[config.mk]
export PLATFORM = sky130hd
export DESIGN_NAME = letter_pool_flat
export DESIGN_NICKNAME = d
export VERILOG_FILES = /design/src/rtl/letter_pool_pkg.sv /design/src/rtl/letter_pool_if.sv /design/src/rtl/letter_match_sel.sv /design/src/rtl/letter_pool.sv /design/src/flat_wrapper.sv
export SDC_FILE = /design/constraint.sdc
export NUM_CORES = 1
export LEC_CHECK = 0
export ABC_CLOCK_PERIOD_IN_PS = 19400
export CAP_MARGIN = 20
export CORE_MARGIN = 2
export CORE_UTILIZATION = 50
export DETAILED_ROUTE_END_ITERATION = 10
export PLACE_DENSITY = 0.8
export SKIP_CTS_REPAIR_TIMING = 1
export SLEW_MARGIN = 40
export SYNTH_ARGS = -nofsm -noshare
export SYNTH_HDL_FRONTEND = slang
export SYNTH_HIERARCHICAL = 1
export SYNTH_SLANG_ARGS = --single-unit
export TNS_END_PERCENT = 30
[constraint.sdc]
create_clock -name clk -period 19.4 [get_ports clk]
set_input_delay 1.94 -clock clk [delete_from_list [all_inputs] [get_ports clk]]
set_output_delay 1.94 -clock clk [all_outputs]
set_load 0.01 [all_outputs]
[src/rtl/letter_pool_pkg.sv]
// Shared types and constants for the falling-letter game: slot record, FSM states,
// ASCII bounds and screen limits used by the pool, generator and renderer.
package letter_pool_pkg;

  localparam int unsigned CH_W  = 8;
  localparam int unsigned SPD_W = 3;
  localparam int unsigned X_W   = 9;
  localparam int unsigned Y_W   = 10;

  localparam logic [CH_W-1:0] ASCII_A = 8'h41;
  localparam logic [CH_W-1:0] ASCII_Z = 8'h5A;

  localparam int unsigned SCREEN_H = 480;
  localparam int unsigned SCREEN_W = 640;

  typedef struct packed {
    logic             valid;
    logic [CH_W-1:0]  ch;
    logic [SPD_W-1:0] speed;
    logic [X_W-1:0]   x;
    logic [Y_W-1:0]   y;
  } slot_t;

  typedef enum logic [1:0] {
    ST_IDLE = 2'd0,
    ST_RUN  = 2'd1,
    ST_OVER = 2'd2
  } state_e;

endpackage

[src/rtl/letter_pool_if.sv]
// Bundle between the letter pool and its neighbours: generator/key/frame inputs,
// renderer read port and score outputs.
interface letter_pool_if
  import letter_pool_pkg::*;
#(
  parameter int unsigned IDX_W = 3
);
  logic             frame_tick;
  logic             start;
  logic [CH_W-1:0]  gen_ch;
  logic [SPD_W-1:0] gen_speed;
  logic [X_W-1:0]   gen_x;
  logic [Y_W-1:0]   gen_y;
  logic             key_valid;
  logic [CH_W-1:0]  key_code;
  logic [IDX_W-1:0] rd_idx;

  logic             rd_valid;
  logic [CH_W-1:0]  rd_ch;
  logic [X_W-1:0]   rd_x;
  logic [Y_W-1:0]   rd_y;
  logic             hit_pulse;
  logic             wrong_pulse;
  logic             miss_pulse;
  logic [15:0]      hit_cnt;
  logic [7:0]       miss_cnt;
  logic             game_over;

  modport master (
    output frame_tick, start, gen_ch, gen_speed, gen_x, gen_y, key_valid, key_code, rd_idx,
    input  rd_valid, rd_ch, rd_x, rd_y, hit_pulse, wrong_pulse, miss_pulse,
           hit_cnt, miss_cnt, game_over
  );

  modport slave (
    input  frame_tick, start, gen_ch, gen_speed, gen_x, gen_y, key_valid, key_code, rd_idx,
    output rd_valid, rd_ch, rd_x, rd_y, hit_pulse, wrong_pulse, miss_pulse,
           hit_cnt, miss_cnt, game_over
  );
endinterface

[src/rtl/letter_match_sel.sv]
// Picks the active slot whose letter matches the key: the one lowest on screen
// (largest x), lowest index on a tie.
module letter_match_sel
  import letter_pool_pkg::*;
#(
  parameter int unsigned N_SLOTS = 8,
  parameter int unsigned IDX_W   = (N_SLOTS > 1) ? $clog2(N_SLOTS) : 1
)(
  input  slot_t            slots_i [N_SLOTS],
  input  logic [CH_W-1:0]  key_code_i,
  output logic             found_o,
  output logic [IDX_W-1:0] idx_o
);

  logic [X_W-1:0] best_x;
  logic           unused_bits;

  // Strict greater-than while scanning upward keeps the lowest index on ties.
  always_comb begin
    found_o = 1'b0;
    idx_o   = '0;
    best_x  = '0;
    for (int i = 0; i < N_SLOTS; i++) begin
      if (slots_i[i].valid && (slots_i[i].ch == key_code_i) &&
          (!found_o || (slots_i[i].x > best_x))) begin
        found_o = 1'b1;
        idx_o   = IDX_W'(i);
        best_x  = slots_i[i].x;
      end
    end
  end

  always_comb begin
    unused_bits = 1'b0;
    for (int i = 0; i < N_SLOTS; i++) begin
      unused_bits = unused_bits ^ (^slots_i[i].speed) ^ (^slots_i[i].y);
    end
  end

endmodule

[src/rtl/letter_pool.sv]
// Pool of falling letters: spawns from the generator, moves per frame, retires on
// key hit or bottom miss, and runs the IDLE/RUN/OVER game state.
module letter_pool
  import letter_pool_pkg::*;
#(
  parameter int unsigned    N_SLOTS      = 8,
  parameter int unsigned    SPAWN_PERIOD = 30,
  parameter logic [X_W-1:0] X_BOTTOM     = 9'd460,
  parameter int unsigned    MAX_MISS     = 10
)(
  input logic         clk,
  input logic         rst_n,
  letter_pool_if.slave bus
);

  localparam int unsigned IDX_W  = (N_SLOTS > 1) ? $clog2(N_SLOTS) : 1;
  localparam int unsigned CNT_W  = (SPAWN_PERIOD > 1) ? $clog2(SPAWN_PERIOD) : 1;
  localparam int unsigned MCNT_W = $clog2(N_SLOTS + 1);

  state_e           state_q, state_d;
  slot_t            slots_q [N_SLOTS];
  slot_t            slots_d [N_SLOTS];
  logic [CNT_W-1:0] spawn_cnt_q, spawn_cnt_d;
  logic [15:0]      hit_cnt_q, hit_cnt_d;
  logic [7:0]       miss_cnt_q, miss_cnt_d;
  logic             hit_pulse_q, hit_pulse_d;
  logic             wrong_pulse_q, wrong_pulse_d;
  logic             miss_pulse_q, miss_pulse_d;
  logic             game_over_q, game_over_d;
  logic             rd_valid_q, rd_valid_d;
  logic [CH_W-1:0]  rd_ch_q, rd_ch_d;
  logic [X_W-1:0]   rd_x_q, rd_x_d;
  logic [Y_W-1:0]   rd_y_q, rd_y_d;

  logic              key_found;
  logic [IDX_W-1:0]  key_idx;
  logic              free_found;
  logic [IDX_W-1:0]  free_idx;
  logic              hit;
  logic [X_W:0]      new_x;
  logic [MCNT_W-1:0] miss_n;
  logic [8:0]        miss_sum;

  letter_match_sel #(
    .N_SLOTS (N_SLOTS),
    .IDX_W   (IDX_W)
  ) u_match (
    .slots_i    (slots_q),
    .key_code_i (bus.key_code),
    .found_o    (key_found),
    .idx_o      (key_idx)
  );

  // Spawn target comes from start-of-cycle occupancy, so slots freed this cycle wait.
  always_comb begin
    free_found = 1'b0;
    free_idx   = '0;
    for (int i = 0; i < N_SLOTS; i++) begin
      if (!free_found && !slots_q[i].valid) begin
        free_found = 1'b1;
        free_idx   = IDX_W'(i);
      end
    end
  end

  always_comb begin
    state_d       = state_q;
    slots_d       = slots_q;
    spawn_cnt_d   = spawn_cnt_q;
    hit_cnt_d     = hit_cnt_q;
    miss_cnt_d    = miss_cnt_q;
    hit_pulse_d   = 1'b0;
    wrong_pulse_d = 1'b0;
    miss_pulse_d  = 1'b0;
    hit           = 1'b0;
    new_x         = '0;
    miss_n        = '0;
    miss_sum      = '0;

    unique case (state_q)
      ST_RUN: begin
        if (32'(miss_cnt_q) >= MAX_MISS) state_d = ST_OVER;

        hit = bus.key_valid && key_found;
        hit_pulse_d   = hit;
        wrong_pulse_d = bus.key_valid && !key_found;
        if (hit && (hit_cnt_q != 16'hFFFF)) hit_cnt_d = hit_cnt_q + 16'd1;

        // Key resolves against pre-move positions; the hit slot skips the move.
        for (int i = 0; i < N_SLOTS; i++) begin
          if (hit && (key_idx == IDX_W'(i))) begin
            slots_d[i].valid = 1'b0;
          end else if (bus.frame_tick && slots_q[i].valid) begin
            new_x = (X_W+1)'(slots_q[i].x) + (X_W+1)'(slots_q[i].speed);
            if (new_x >= (X_W+1)'(X_BOTTOM)) begin
              slots_d[i].valid = 1'b0;
              miss_n = miss_n + MCNT_W'(1);
            end else begin
              slots_d[i].x = new_x[X_W-1:0];
            end
          end
        end

        miss_pulse_d = (miss_n != '0);
        miss_sum     = 9'(miss_cnt_q) + 9'(miss_n);
        miss_cnt_d   = miss_sum[8] ? 8'hFF : miss_sum[7:0];

        if (bus.frame_tick) begin
          if (spawn_cnt_q == CNT_W'(SPAWN_PERIOD - 1)) begin
            spawn_cnt_d = '0;
            if (free_found) begin
              slots_d[free_idx] = '{valid: 1'b1, ch: bus.gen_ch, speed: bus.gen_speed,
                                    x: bus.gen_x, y: bus.gen_y};
            end
          end else begin
            spawn_cnt_d = spawn_cnt_q + CNT_W'(1);
          end
        end
      end

      ST_IDLE, ST_OVER: begin
        if (bus.start) begin
          state_d     = ST_RUN;
          spawn_cnt_d = '0;
          hit_cnt_d   = '0;
          miss_cnt_d  = '0;
          for (int i = 0; i < N_SLOTS; i++) slots_d[i] = '0;
        end
      end

      default: state_d = ST_IDLE;
    endcase

    game_over_d = (state_d == ST_OVER);
  end

  always_comb begin
    rd_valid_d = 1'b0;
    rd_ch_d    = '0;
    rd_x_d     = '0;
    rd_y_d     = '0;
    if (32'(bus.rd_idx) < N_SLOTS) begin
      rd_valid_d = slots_q[bus.rd_idx].valid;
      rd_ch_d    = slots_q[bus.rd_idx].ch;
      rd_x_d     = slots_q[bus.rd_idx].x;
      rd_y_d     = slots_q[bus.rd_idx].y;
    end
  end

  always_ff @(posedge clk) begin
    if (!rst_n) begin
      state_q       <= ST_IDLE;
      for (int i = 0; i < N_SLOTS; i++) slots_q[i] <= '0;
      spawn_cnt_q   <= '0;
      hit_cnt_q     <= '0;
      miss_cnt_q    <= '0;
      hit_pulse_q   <= 1'b0;
      wrong_pulse_q <= 1'b0;
      miss_pulse_q  <= 1'b0;
      game_over_q   <= 1'b0;
      rd_valid_q    <= 1'b0;
      rd_ch_q       <= '0;
      rd_x_q        <= '0;
      rd_y_q        <= '0;
    end else begin
      state_q       <= state_d;
      for (int i = 0; i < N_SLOTS; i++) slots_q[i] <= slots_d[i];
      spawn_cnt_q   <= spawn_cnt_d;
      hit_cnt_q     <= hit_cnt_d;
      miss_cnt_q    <= miss_cnt_d;
      hit_pulse_q   <= hit_pulse_d;
      wrong_pulse_q <= wrong_pulse_d;
      miss_pulse_q  <= miss_pulse_d;
      game_over_q   <= game_over_d;
      rd_valid_q    <= rd_valid_d;
      rd_ch_q       <= rd_ch_d;
      rd_x_q        <= rd_x_d;
      rd_y_q        <= rd_y_d;
    end
  end

  assign bus.rd_valid    = rd_valid_q;
  assign bus.rd_ch       = rd_ch_q;
  assign bus.rd_x        = rd_x_q;
  assign bus.rd_y        = rd_y_q;
  assign bus.hit_pulse   = hit_pulse_q;
  assign bus.wrong_pulse = wrong_pulse_q;
  assign bus.miss_pulse  = miss_pulse_q;
  assign bus.hit_cnt     = hit_cnt_q;
  assign bus.miss_cnt    = miss_cnt_q;
  assign bus.game_over   = game_over_q;

endmodule

[src/flat_wrapper.sv]
// flat-port wrapper written by rule: the top's interface ports become plain ports
module letter_pool_flat import letter_pool_pkg::*;
#(
  parameter int unsigned    N_SLOTS      = 8,
  parameter int unsigned    SPAWN_PERIOD = 30,
  parameter logic [X_W-1:0] X_BOTTOM     = 9'd460,
  parameter int unsigned    MAX_MISS     = 10
)
  (clk, rst_n, bus_frame_tick, bus_start, bus_gen_ch, bus_gen_speed, bus_gen_x, bus_gen_y, bus_key_valid, bus_key_code, bus_rd_idx, bus_rd_valid, bus_rd_ch, bus_rd_x, bus_rd_y, bus_hit_pulse, bus_wrong_pulse, bus_miss_pulse, bus_hit_cnt, bus_miss_cnt, bus_game_over);
  letter_pool_if #(.IDX_W(3)) bus_i ();
  input logic clk;
  input logic rst_n;
  input wire logic [$bits(bus_i.frame_tick)-1:0] bus_frame_tick;
  input wire logic [$bits(bus_i.start)-1:0] bus_start;
  input wire logic [$bits(bus_i.gen_ch)-1:0] bus_gen_ch;
  input wire logic [$bits(bus_i.gen_speed)-1:0] bus_gen_speed;
  input wire logic [$bits(bus_i.gen_x)-1:0] bus_gen_x;
  input wire logic [$bits(bus_i.gen_y)-1:0] bus_gen_y;
  input wire logic [$bits(bus_i.key_valid)-1:0] bus_key_valid;
  input wire logic [$bits(bus_i.key_code)-1:0] bus_key_code;
  input wire logic [$bits(bus_i.rd_idx)-1:0] bus_rd_idx;
  output wire logic [$bits(bus_i.rd_valid)-1:0] bus_rd_valid;
  output wire logic [$bits(bus_i.rd_ch)-1:0] bus_rd_ch;
  output wire logic [$bits(bus_i.rd_x)-1:0] bus_rd_x;
  output wire logic [$bits(bus_i.rd_y)-1:0] bus_rd_y;
  output wire logic [$bits(bus_i.hit_pulse)-1:0] bus_hit_pulse;
  output wire logic [$bits(bus_i.wrong_pulse)-1:0] bus_wrong_pulse;
  output wire logic [$bits(bus_i.miss_pulse)-1:0] bus_miss_pulse;
  output wire logic [$bits(bus_i.hit_cnt)-1:0] bus_hit_cnt;
  output wire logic [$bits(bus_i.miss_cnt)-1:0] bus_miss_cnt;
  output wire logic [$bits(bus_i.game_over)-1:0] bus_game_over;
  assign bus_i.frame_tick = bus_frame_tick;
  assign bus_i.start = bus_start;
  assign bus_i.gen_ch = bus_gen_ch;
  assign bus_i.gen_speed = bus_gen_speed;
  assign bus_i.gen_x = bus_gen_x;
  assign bus_i.gen_y = bus_gen_y;
  assign bus_i.key_valid = bus_key_valid;
  assign bus_i.key_code = bus_key_code;
  assign bus_i.rd_idx = bus_rd_idx;
  assign bus_rd_valid = bus_i.rd_valid;
  assign bus_rd_ch = bus_i.rd_ch;
  assign bus_rd_x = bus_i.rd_x;
  assign bus_rd_y = bus_i.rd_y;
  assign bus_hit_pulse = bus_i.hit_pulse;
  assign bus_wrong_pulse = bus_i.wrong_pulse;
  assign bus_miss_pulse = bus_i.miss_pulse;
  assign bus_hit_cnt = bus_i.hit_cnt;
  assign bus_miss_cnt = bus_i.miss_cnt;
  assign bus_game_over = bus_i.game_over;
  letter_pool #(.N_SLOTS(N_SLOTS), .SPAWN_PERIOD(SPAWN_PERIOD), .X_BOTTOM(X_BOTTOM), .MAX_MISS(MAX_MISS)) u_core (.clk(clk), .rst_n(rst_n), .bus(bus_i));
endmodule
==> flow_summary.json, run 1 <==
{
  "status": "complete, no violations",
  "io_pins": 102,
  "crit_type": "in -> reg",
  "relSlewSlack_pct": 36.00,
  "layout_worst_path_cycle_share_pct": 97.10,
  "fin_nets": 2948,
  "yosys_register_bits": 311,
  "grt_pass1_wl_um": 119100,
  "synth.avg_cell_area_um2": 8.214,
  "synth_ff_type": "dfxtp_1",
  "synth_cells": 2646,
  "grt_max_degree": 103,
  "async_reset_ff_share_pct": 0,
  "cts_buffer_depth": 3,
  "fmax_ghz": 0.05309,
  "hold_path.class": "reg -> reg",
  "cp-end-kind": "register",
  "die-width_um": 212.5,
  "ctsHtreeMaxLevel": 2,
  "yosysSeqAreaShare_pct": 28.65,
  "coreArea_um2": 42980,
  "critPathArrivalTime_ns": 19.29,
  "ys_top_cells_by_count": "dfxtp_1, nor2b_1, nand2_1",
  "vias_per_cell": 6.506,
  "antenna_left": 0,
  "path_clk_slew_ns": 0.06,
  "crit_fanout": 8,
  "crit_required_ns": 19.85,
  "min-delay-start": "u_core/bus.miss_cnt[0]",
  "die_h_um": 212.5,
  "setup_tns_ns": 0,
  "yosys.cell_count.top_type": "dfxtp_1",
  "rr_worst_depth": 99,
  "fin_skew_ns": 0.01570,
  "whs_path_depth": 2,
  "cts_tree": "yes",
  "grt-ovfl-total": 0,
  "antenna_found_initial": 1,
  "power_density_nw_per_um2": 58.61,
  "final.min_clock_period_ns": 18.84,
  "setup_viol": 0,
  "port_buffers": 101,
  "leakagePower_nw": 9.314,
  "report.final.slew_viol_count": 0,
  "drt_wl_total_um": 79730,
  "grt_pass1_vias": 20810,
  "rrSetupSlack_ns": 1.47,
  "timing.rr.start": "u_core/slots_q[247]",
  "clk-insertion-delay-late_ns": 0.56,
  "drc": 0,
  "first_pass_iters": 6,
  "vias": 22150,
  "synth_top_area_share_pct": 28.65,
  "avgRoutedWirePerCell_um": 23.42,
  "slowest_delay_ns": 0.49,
  "clock-root-buffer": "clkbuf_16",
  "ys_top_cells_by_area": "dfxtp_1, nor2b_1, ha_1",
  "drive_gt1_share_pct": 15.47,
  "hold_viol": 0,
  "yosys_warnings": 6,
  "syn-num-nets": 2802,
  "startpoint_type": "primary input",
  "layout.cells.non_filler": 3404,
  "start_util_pct": 50.56,
  "peakVddDrop_uv": 70.52,
  "worst_pin_slew_ns": 0.9527,
  "synth_edf_count": 0,
  "whs_endpoint": "u_core/bus.miss_cnt[0]",
  "synth_area_um2": 21730,
  "place.gp.congestion": 1.001,
  "cts_sinks": 311,
  "reg2reg_to": "u_core/bus.miss_cnt[7]",
  "ys_types": 100,
  "critical_path.most_common_cell": "ha_1",
  "syn2layout_area_growth_pct": 18.99,
  "dieArea_um2": 45150,
  "drtIter0Drc": 2669,
  "grt_usage_pct": 34.15,
  "critPathSlowestCell": "or4_4",
  "synth_top_area_cell": "dfxtp_1",
  "placed_cells": 3313,
  "hpwl_um": 55480,
  "cts_made_buffers": 37,
  "num_rows": 76,
  "maxCapViolations": 0
}
-- critical path: cells and delay by family --
kind,cells,cell delay (ns)
compound gates,47,7.52
fa+ha+maj,12,3.45
simple gates,21,3.44
buf+inv,17,2.28
xor+xnor,3,0.55
mux,1,0.11
-- per-stage QoR --
stage | area [um^2] | setup WS [ns] | total power, mW | utilization (%) | hold slack (ns)
5_1_grt | 25860 | -0.2937 | 1.547 | 60.16 | 0.4872
3_5_place_dp | 23990 | -0.7096 | 0.7662 | 55.82 | 0.4608
6_report | 25860 | 0.5625 | 1.516 | 60.17 | 0.4741
4_1_cts | 25310 | -0.2417 | 1.518 | 58.88 | 0.4688
2_1_floorplan | 21730 | 0.5240 | 0.7235 | - | 0.4447
3_3_place_gp | 23960 | -0.2481 | 0.7650 | 55.74 | 0.4538
-- layout make-up --
cell class                      count  area [um^2]
Antenna cell                        1        2.502
Multi-Input combinational cell   2080        14800
Sequential cell                   311         6227
Clock buffer                       51         1090
Inverter                           66        247.7
Clock inverter                     14        226.5
Tap cell                          585        732.0
Timing Repair Buffer              296         2536
Fill cell                        3654        17120
-- flip-flops by register name, indices dropped and copies added (netlist names) --
signal,cells
u_core/bus.game_over,1
u_core/bus.hit_cnt,16
u_core/bus.hit_pulse,1
u_core/bus.miss_cnt,8
u_core/bus.miss_pulse,1
u_core/bus.rd_ch,8
u_core/bus.rd_valid,1
u_core/bus.rd_x,9
u_core/bus.rd_y,10
u_core/bus.wrong_pulse,1
u_core/slots_q,248
u_core/spawn_cnt_q,5
u_core/state_q,2
-- power breakdown --
part | switching [mW] | total (mW) | internal (mW)
Sequential | 0.00184 | 0.641 | 0.639
Clock | 0.297 | 0.759 | 0.461
Combinational | 0.0815 | 0.116 | 0.0347
Total | 0.381 | 1.52 | 1.14
-- how the worst max path moves through the flow --
| stage | from | endpoint | slack (ns) | cells after the start |
|---|---|---|---|---|
| floorplan | bus_key_code[7] | u_core/bus.miss_cnt[5] | 0.52 | 98 |
| global placement | bus_key_code[7] | u_core/bus.miss_cnt[7] | -0.25 | 99 |
| detailed placement | bus_key_code[5] | u_core/bus.miss_cnt[7] | -0.71 | 99 |
| CTS | bus_key_code[5] | u_core/bus.miss_cnt[3] | -0.24 | 99 |
| global route | bus_key_code[3] | u_core/bus.miss_cnt[7] | -0.29 | 101 |
| finish | bus_key_code[3] | u_core/bus.miss_cnt[7] | 0.56 | 101 |
-- routing by layer --
metal / vias to the layer above / wire length, um / track usage [%] / share of wire, %
met5: - / 0 / 0 / 0
met4: 0 / 4411 / 17.36 / 5.5
met3: 301 / 8266 / 6.337 / 10
met1: 10610 / 30720 / 43.16 / 39
li1: 9889 / - / - / -
met2: 1344 / 36330 / 55.72 / 46
-- layout by cell type, fill, tap and decap left out, types with 36 or more instances in the layout --
| cell type | count |
|---|---|
| xnor2_1 | 68 |
| xor2_1 | 43 |
| clkdlybuf4s50_1 | 89 |
| nor2b_1 | 237 |
| buf_4 | 188 |
| a21oi_1 | 201 |
| o21ai_0 | 107 |
| inv_1 | 64 |
| nor2_1 | 138 |
| clkbuf_16 | 39 |
| a21boi_0 | 39 |
| mux4_2 | 56 |
| mux2i_1 | 62 |
| nor3_1 | 151 |
| and2_1 | 36 |
| nand3_1 | 76 |
| nand2_1 | 215 |
| ha_1 | 93 |
| a22oi_1 | 72 |
| dfxtp_1 | 310 |
-- logic make-up after synthesis --
kind of cell | share of synthesized area [%]
xor gates and xnor gates | 5.078
and+or+nand+nor | 24.67
adders and majority gates | 6.690
buffers and inverters | 5.009
muxes | 8.762
AOI/OAI and AO/OA | 21.15
DFF | 28.65
(Power assumes the default switching activity.)
==> run 2, diff against run 1 <==
CORE_UTILIZATION = 47   (was 50)
CTS_BUF_LIST = sky130_fd_sc_hd__clkbuf_8   (was default)
PLACE_DENSITY = 0.76   (was 0.8)
==> flow_summary.json, run 2 (synthesis gave the netlist of run 1 again) <==
{
  "antenna_found_initial": 2,
  "syn2layout_area_growth_pct": 18.34,
  "io_pins": 102,
  "status": "complete, no violations",
  "cts_tree": "yes",
  "hold_path.class": "reg -> reg",
  "port_buffers": 101,
  "largest_reg_flops": 248,
  "place.gp.congestion": 0.9680,
  "min-delay-start": "u_core/bus.miss_cnt[0]",
  "timing.rr.start": "u_core/slots_q[240]",
  "clock-root-buffer": "clkbuf_8",
  "grt_max_degree": 150,
  "relSlewSlack_pct": 36.63,
  "setup_tns_ns": 0,
  "peakVddDrop_uv": 67.57,
  "path_delay_family": "compound AO/OA/AOI/OAI gates",
  "critPathSlowestCell": "or4_4",
  "slowest_delay_ns": 0.48,
  "critical_path.most_common_cell": "buf_4",
  "die_h_um": 219.0,
  "maxCapViolations": 0,
  "antenna_left": 0,
  "clk-insertion-delay-late_ns": 0.68,
  "coreArea_um2": 45480,
  "startpoint": "bus_key_code[1]",
  "layout_worst_path_cycle_share_pct": 96.12,
  "power_density_nw_per_um2": 55.19,
  "layout_common_cells": "dfxtp_1, nor2b_1, nand2_1",
  "hpwl_um": 54730,
  "grt_usage_pct": 32.04,
  "leakagePower_nw": 9.285,
  "vias_per_cell": 6.380,
  "fillers": 4115,
  "crit_type": "in -> reg",
  "grt_pass1_wl_um": 119500,
  "drtIter0Drc": 2513,
  "dieArea_um2": 47980,
  "critPathArrivalTime_ns": 19.20,
  "top_register": "u_core/slots_q",
  "vias": 21970,
  "grt-ovfl-total": 0,
  "hold_viol": 0,
  "final.min_clock_period_ns": 18.65,
  "cts_sinks": 311,
  "crit_buf_inv": 15,
  "layout_setup_ws_ns": 0.7520,
  "die-width_um": 219.0,
  "avgRoutedWirePerCell_um": 22.77,
  "crit_required_ns": 19.95,
  "n_antenna_cell": 0,
  "rrSetupSlack_ns": 1.77,
  "pre_cts_ws_ns": -0.6156,
  "drt_wl_total_um": 78430,
  "layout.cells.non_filler": 3444,
  "cp-end-kind": "register",
  "grt_pass1_vias": 20960,
  "report.final.slew_viol_count": 0,
  "startpoint_type": "primary input",
  "drive_gt1_share_pct": 16.10,
  "cts_buffer_depth": 3,
  "ctsHtreeMaxLevel": 2,
  "path_clk_slew_ns": 0.05,
  "fmax_ghz": 0.05363,
  "first_pass_iters": 6,
  "start_util_pct": 47.79,
  "final_common_cell": "dfxtp_1",
  "power_mw": 1.419,
  "cts_made_buffers": 56,
  "placed_cells": 3331,
  "drc": 0,
  "worst_pin_slew_ns": 0.9433,
  "fin_skew_ns": 0.02399,
  "crit_fanout": 7,
  "fin_nets": 2955,
  "setup_viol": 0,
  "num_rows": 78
}
## run 2: cell types whose count changed in the layout (fill, tap and decap cells not counted), sizes merged, moves of 3 or more
cell,before,now
buf,197,186
bufinv,5,1
clkbuf,53,81
clkinv,6,3
dlymetal6s2s,8,4
inv,67,88
## run 2: worst min-delay path, delay by kind of cell (launching register included)
kind          cells  cell delay [ns]
simple gates      2             0.11
flops             1             0.33
## run 2: layer usage
metal  GRT usage (%)  part of all wire, %
met1           42.40                   41
met2           50.55                   45
met3           5.017                  9.3
met4           16.46                  5.2
met5               0                0.020
## run 2: where the power goes
group | switching (mW) | total, mW | internal, mW
sequential | 0.00144 | 0.641 | 0.639
clock | 0.299 | 0.662 | 0.364
combinational | 0.0815 | 0.116 | 0.0348
## run 2: cell type report
type / instances / area, um^2 / area share (%)
Clock buffer: 76 / 1046 / 4.067
Multi-Input combinational cell: 2080 / 14890 / 57.91
Clock inverter: 27 / 165.2 / 0.6421
Inverter: 66 / 247.7 / 0.9632
Timing Repair Buffer: 284 / 2390 / 9.292
Tap cell: 600 / 750.7 / 2.919
Sequential cell: 311 / 6227 / 24.21
## run 2: through the flow
stage                     utilization, %  hold WS (ns)  instance area [um^2]
after floorplan                        -        0.4447                 21730
after global placement             52.72        0.4593                 23980
after detailed placement           52.83        0.4810                 24030
after CTS                          55.49        0.4897                 25240
after global routing               56.55        0.5073                 25720
final                              56.55        0.4831                 25720
## run 2: final timing paths
| kind | to | cells after the start |
|---|---|---|
| hold / removal | u_core/bus.miss_cnt[0] | 2 |
| setup reg to reg | u_core/bus.miss_cnt[7] | 98 |
| setup / recovery | u_core/bus.miss_cnt[7] | 99 |
| hold reg to reg | u_core/bus.miss_cnt[0] | 2 |
